[config.mk]
export PLATFORM = sky130hd
export DESIGN_NAME = button_events
export DESIGN_NICKNAME = d
export VERILOG_FILES = /design/src/rtl/button_events.sv
export SDC_FILE = /design/constraint.sdc
export NUM_CORES = 1
export LEC_CHECK = 0
export BUFFER_PORTS_ARGS = -buffer_cell sky130_fd_sc_hd__buf_2
export CAP_MARGIN = 0
export CORE_AREA = 5 5 42 44
export DETAILED_ROUTE_END_ITERATION = 7
export DIE_AREA = 0 0 47 49
export PLACE_DENSITY = 0.53
export SLEW_MARGIN = 20
export SYNTH_ARGS = -nofsm -noshare
export SYNTH_HDL_FRONTEND = slang
export SYNTH_SLANG_ARGS = --single-unit
[constraint.sdc]
create_clock -name clk -period 2.89 [get_ports clk]
set_input_delay 0.578 -clock clk [delete_from_list [all_inputs] [get_ports clk]]
set_output_delay 0.578 -clock clk [all_outputs]
set_load 0.02 [all_outputs]
[src/rtl/button_events.sv]
// Button event decoder: turns a debounced button level into press, release,
// short-press, long-press and auto-repeat pulses plus a held level.
module button_events #(
    parameter int unsigned LONG_TIME   = 8,
    parameter int unsigned REPEAT_TIME = 4
) (
    input  logic clk,
    input  logic rst,
    input  logic debounced_button,
    output logic press_pulse,
    output logic release_pulse,
    output logic short_pulse,
    output logic long_pulse,
    output logic repeat_pulse,
    output logic held
);

    localparam int unsigned MAX_TIME = (LONG_TIME > REPEAT_TIME) ? LONG_TIME : REPEAT_TIME;
    localparam int unsigned CNT_W    = (MAX_TIME > 2) ? $clog2(MAX_TIME) : 1;
    localparam logic [CNT_W-1:0] LONG_LAST   = CNT_W'(LONG_TIME - 1);
    localparam logic [CNT_W-1:0] REPEAT_LAST = CNT_W'(REPEAT_TIME - 1);

    typedef enum logic [1:0] {
        IDLE    = 2'b00,
        PRESSED = 2'b01,
        HELD    = 2'b10
    } state_t;

    state_t           state;
    state_t           state_next;
    logic [CNT_W-1:0] cnt;
    logic [CNT_W-1:0] cnt_next;

    logic press_next;
    logic release_next;
    logic short_next;
    logic long_next;
    logic repeat_next;
    logic held_next;

    // State, counter and output registers; reset overrides everything
    always_ff @(posedge clk) begin
        if (rst) begin
            state         <= IDLE;
            cnt           <= '0;
            press_pulse   <= 1'b0;
            release_pulse <= 1'b0;
            short_pulse   <= 1'b0;
            long_pulse    <= 1'b0;
            repeat_pulse  <= 1'b0;
            held          <= 1'b0;
        end else begin
            state         <= state_next;
            cnt           <= cnt_next;
            press_pulse   <= press_next;
            release_pulse <= release_next;
            short_pulse   <= short_next;
            long_pulse    <= long_next;
            repeat_pulse  <= repeat_next;
            held          <= held_next;
        end
    end

    // Next state and counter; release always wins over the threshold compare
    always_comb begin
        state_next = IDLE;
        cnt_next   = '0;
        case (state)
            IDLE: begin
                if (debounced_button) begin
                    state_next = PRESSED;
                end
            end
            PRESSED: begin
                if (!debounced_button) begin
                    state_next = IDLE;
                end else if (cnt == LONG_LAST) begin
                    state_next = HELD;
                end else begin
                    state_next = PRESSED;
                    cnt_next   = cnt + CNT_W'(1);
                end
            end
            HELD: begin
                if (!debounced_button) begin
                    state_next = IDLE;
                end else if (cnt == REPEAT_LAST) begin
                    state_next = HELD;
                end else begin
                    state_next = HELD;
                    cnt_next   = cnt + CNT_W'(1);
                end
            end
            default: begin
                state_next = IDLE;
                cnt_next   = '0;
            end
        endcase
    end

    // Next values of the registered outputs; pulses default low every cycle
    always_comb begin
        press_next   = 1'b0;
        release_next = 1'b0;
        short_next   = 1'b0;
        long_next    = 1'b0;
        repeat_next  = 1'b0;
        held_next    = 1'b0;
        case (state)
            IDLE: begin
                press_next = debounced_button;
            end
            PRESSED: begin
                if (!debounced_button) begin
                    release_next = 1'b1;
                    short_next   = 1'b1;
                end else if (cnt == LONG_LAST) begin
                    long_next = 1'b1;
                    held_next = 1'b1;
                end
            end
            HELD: begin
                if (!debounced_button) begin
                    release_next = 1'b1;
                end else begin
                    held_next   = 1'b1;
                    repeat_next = (cnt == REPEAT_LAST);
                end
            end
            default: begin
                held_next = 1'b0;
            end
        endcase
    end

endmodule

-- After elaboration in Yosys (flattened, before gate mapping)
Index checks and enable logic that the tools add are counted.
Widths: inputs -> output; s select.
- register bits after elaboration: 11
- input bits: 3
- output and inout port bits: 6
- word-level logic and storage cells: 39
- add/sub/neg operators: 1
- equal/unequal tests: 4
- multiplexer cells: 15
- bitwise operators: 5
- reduce and logical (&&, ||, !) cells: 6
- operator list (cell ; count):
    $mux 3 ; 4
    $reduce_or 2->1 ; 4
    $mux 2 ; 3
    $pmux 2 s3 ; 1
    $pmux 3 s2 ; 1
    $mux 1 ; 5
    $not 1->1 ; 5
    $add 3x1->3 const B ; 1
    $eq 3x2->1 const B ; 1
    $eq 3x3->1 const B ; 1
    $reduce_or 3->1 ; 1
    $eq 2x1->1 const B ; 1
    $eq 2x2->1 const B ; 1
    $logic_not 2->1 ; 1
    $pmux 1 s2 ; 1

-- Longest topological paths before layout
- depth in word-level cells: 4
- mapped depth: 5
- depth with buffers taken out: 5

-- Worst setup path before layout
OpenSTA, ideal clock, no wires.
- path type: reg2reg
- from: reg cnt[0]
- to: reg cnt[2]
- data arrival time: 1.061 ns
- data required time: 2.820 ns
- path slack: 1.759 ns
- stages on the path, launching flop included: 6
- path buffers: 0
- period minus slack after synthesis: 1.131 ns
- path through: dfxtp_1 > ha_1 > inv_1 > ha_1 > or2b_1 > a21oi_1
- word-level cells in the longest chain between the ends: 4
- elaborated cells on any way between the ends: 8
- RTL lines (item ; RTL line ; text):
    start: declaration ; 31 ; logic [CNT_W-1:0] cnt;
    start signal: assignment ; 54 ; cnt <= cnt_next;
    $add 3x1->3 (tied with other cells) ; 81, 91 ;
    $mux 3 (on tied branches) ; 87, 77 ;
    $mux 3 (on tied branches) ; 85, 75 ;
    $pmux 3 s2 (*) ; 68 ; case (state)
Every way passes the cells marked *; elsewhere a longest branch is shown, timed or not.
A chain may end at the register's enable or synchronous reset.

-- Worst setup path after layout
- from: reg short_pulse
- to: out short_pulse
- RTL lines (item ; RTL line ; text):
    start: declaration ; 12 ; output logic short_pulse,
    start signal: assignment ; 57 ; short_pulse <= short_next;
No word-level cell between the ends.

==> out/summary.txt <==
==================================================================================
Number of pins with negative max-slew slack in the final report                  0
Final Hold Violating Endpoints                                                   0
Largest net degree at the start of global routing                                7
Post-DR vias/cell                                                             4.70
Summed negative setup slack over all endpoints                                0 ps
Mean routed wirelength per cell                                            10.3 um
Yosys cell types                                                                15
Startpoint type of the worst setup path                                   register
Asr flop ratio synth                                                             0
Sw Pwr                                                                 0.0000612 W
DRC violation total after the first TritonRoute iteration                        1
Number of synthesized flops with an enable pin                                   0
Number of cells on the critical path                                             1
Total I/O pin count                                                              9
Global-route wire length before repair                                     1260 um
Layout overhead on the synthesized area                                      19.5%
Clock root buffer                                                     sky130_fd_sc_hd__clkbuf_4
Count of final setup violators                                                   0
Clk slew on worst S/H paths                                                  70 ps
RSZ-0062 raised after global routing                                            no
Proportion of power drawn by flip-flops and latches                          0.563
Worst IR Drop VDD                                                         0.299 mV
Top cell type by total area after synthesis                           sky130_fd_sc_hd__dfxtp_1
Critical path data required time                                           2310 ps
Register bit total from synthesis                                               11
Cells traversed along the worst timing path                                  buf_2
Number of buffer cells added on primary ports                                    8
Fraction of the yosys area taken by sequential cells                         0.497
Delay of the slowest cell on the worst path                                 310 ps
Achievable frequency                                                     0.767 GHz
Remaining max-slew budget at the tightest pin                                0.849
Cell types with the highest counts after synthesis                    11 x sky130_fd_sc_hd__dfxtp_1, 7 x sky130_fd_sc_hd__ha_1, 4 x sky130_fd_sc_hd__inv_1, 4 x sky130_fd_sc_hd__nor2_1
ANT cells                                                                        0
Antenna violations before repair                                                 0
Top delay family on crit path                                           flip-flops
Starting density of the core                                                 0.316
Share of final-layout standard cells stronger than drive strength 1          0.222
DRC violations left                                                              0
Largest cells by area after synthesis                                 sky130_fd_sc_hd__dfxtp_1 50%, sky130_fd_sc_hd__ha_1 20%, sky130_fd_sc_hd__nor3b_1 5.1%
CTS sink count                                                                  11
Antenna-violating nets left                                                      0
Post-Syn Area per Cell                                                    10.5 um2
CTS Hold Buffers Added                                                           0
Crit path DAT                                                               730 ps
Total number of vias                                                           329
Vias in the first global route                                                 312
Resized cells post-CTS                                                           0
Number of buffers added by the clock tree synthesis step                         3
WP buf/inv                                                                       1
Clock skew after layout                                                   0.221 ps
Die H                                                                        49 um
Critical setup path kind                                                   reg2out
HPWL Detailed                                                               560 um
Worst Hold Path Cells                                                            1
Count of nets after finishing                                                   65
Clk buf depth                                                                    2
Post-layout minimum cycle time                                             1300 ps
Die ar.                                                                   2300 um2
Die X-Extent                                                                 47 um
Post-CTS Setup Inserts                                                           0
Most common flop cell mapped by yosys                                 sky130_fd_sc_hd__dfxtp_1
Endpoint kind of the worst setup timing path                           output port
Total Power                                                             0.000275 W
Clk network pwr share                                                        0.380
Crit Path Max Fanout                                                             1
Overall Global Routing Usage                                                0.0827
Netlist area before placement                                              443 um2
Outcome                                                               finished, final reports clean
Total internal power                                                    0.000214 W
Critical Path Slowest Stage Cell                                      sky130_fd_sc_hd__dfxtp_1
Static Leak                                                               0.240 nW
Layout fillers                                                                 151
Final Routed Wirelength                                                     723 um
Max capacitance violation total                                                  0
Pre-antenna DRT Iters                                                            2
Worst Max-Slew Pin Slew                                                     225 ps
CTS tree                                                                     built
Share of the synthesized area in the top cell type                           0.497
Synthesized netlist net count                                                   52
GRT overflow                                                                     0
Final GP Congestion                                                          0.594
Most common cell in the synthesized netlist                           sky130_fd_sc_hd__dfxtp_1
Type of the worst min-delay path                                           reg2reg
Placeable core region                                                     1400 um2
Power Dens Cells                                                        520 nW/um2
Syn Inst Count                                                                  42
Post-route fraction of the period consumed by the critical path              0.451
Clock network latency to the later pin of the worst-skew pair               270 ps
R2r worst-path depth                                                             5
Switching power as a share of total power                                    0.222
Yosys synthesis warning count                                                    0
H-tree level count                                                               1
Core Rows                                                                       14
Proportion of power drawn by combinational gates                             0.057
==================================================================================
-- stage by stage --
stage,util,cells,area [um2],setup WS (ps),hold WS (ps)
2_1_floorplan,-,42,443,1760,439
3_3_place_gp,0.359,66,503,1690,462
3_5_place_dp,0.359,66,503,1670,466
4_1_cts,0.378,70,529,1570,479
5_1_grt,0.378,70,529,1540,504
6_report,0.378,70,529,1590,468
-- sequential cells by signal (all words and copies together) (netlist names) --
| register | count |
|---|---|
| cnt | 3 |
| short_pulse | 1 |
| repeat_pulse | 1 |
| press_pulse | 1 |
| state | 2 |
| long_pulse | 1 |
| held | 1 |
| release_pulse | 1 |
-- kinds of logic (layout without fill, tap and decap cells) --
group	count (synthesis)	after routing	share of synthesized area
fa+ha+maj	7	7	0.198
flops	11	11	0.497
compound gates	4	4	0.0763
buf+inv	4	16	0.0339
simple gates	16	16	0.195
-- placed cells by master (no fill, tap or decap), drive strengths merged --
| cell | instances |
|---|---|
| ha | 7 |
| nor3b | 3 |
| a21bo | 1 |
| dfxtp | 11 |
| a211oi | 1 |
| clkbuf | 4 |
| inv | 4 |
| buf | 8 |
| nor3 | 3 |
| nand3 | 1 |
| a21oi | 1 |
| or2b | 1 |
| nand2 | 2 |
| nand2b | 1 |
| a31oi | 1 |
| nand3b | 1 |
| nor2 | 4 |
-- layer usage --
| metal | vias to the layer above | share of wire | track usage |
|---|---|---|---|
| li1 | 164 | - | - |
| met1 | 148 | 0.47 | 0.0911 |
| met2 | 12 | 0.39 | 0.104 |
| met3 | 5 | 0.084 | 0.0443 |
| met4 | 0 | 0.054 | 0.0829 |
| met5 | - | 0 | 0 |
-- power by group through the flow --
stage	Combinational (W)	Sequential [W]	Clock [W]
CTS	0.0000160	0.000155	0.000109
global route	0.0000179	0.000155	0.000118
global placement	0.0000157	0.000159	0
detailed placement	0.0000160	0.000159	0
floorplan	0.00000843	0.000160	0
finish	0.0000157	0.000155	0.000104
-- final timing paths --
kind                from     endpoint  slack [ps]
max          short_pulse  short_pulse        1590
min               cnt[0]       cnt[0]         470
max reg2reg       cnt[0]       cnt[2]        1690
min reg2reg       cnt[0]       cnt[0]         470
-- area by class of cell --
cell class,count,area (um2),share of cell area
sequential,11,220,0.416
multi-input combinational,27,208,0.392
timing repair buffer,8,40.0,0.0757
clock buffer,4,26.3,0.0496
tap,16,20.0,0.0378
inverter,4,15.0,0.0284
Note: power is estimated with default switching activity, not from simulation.
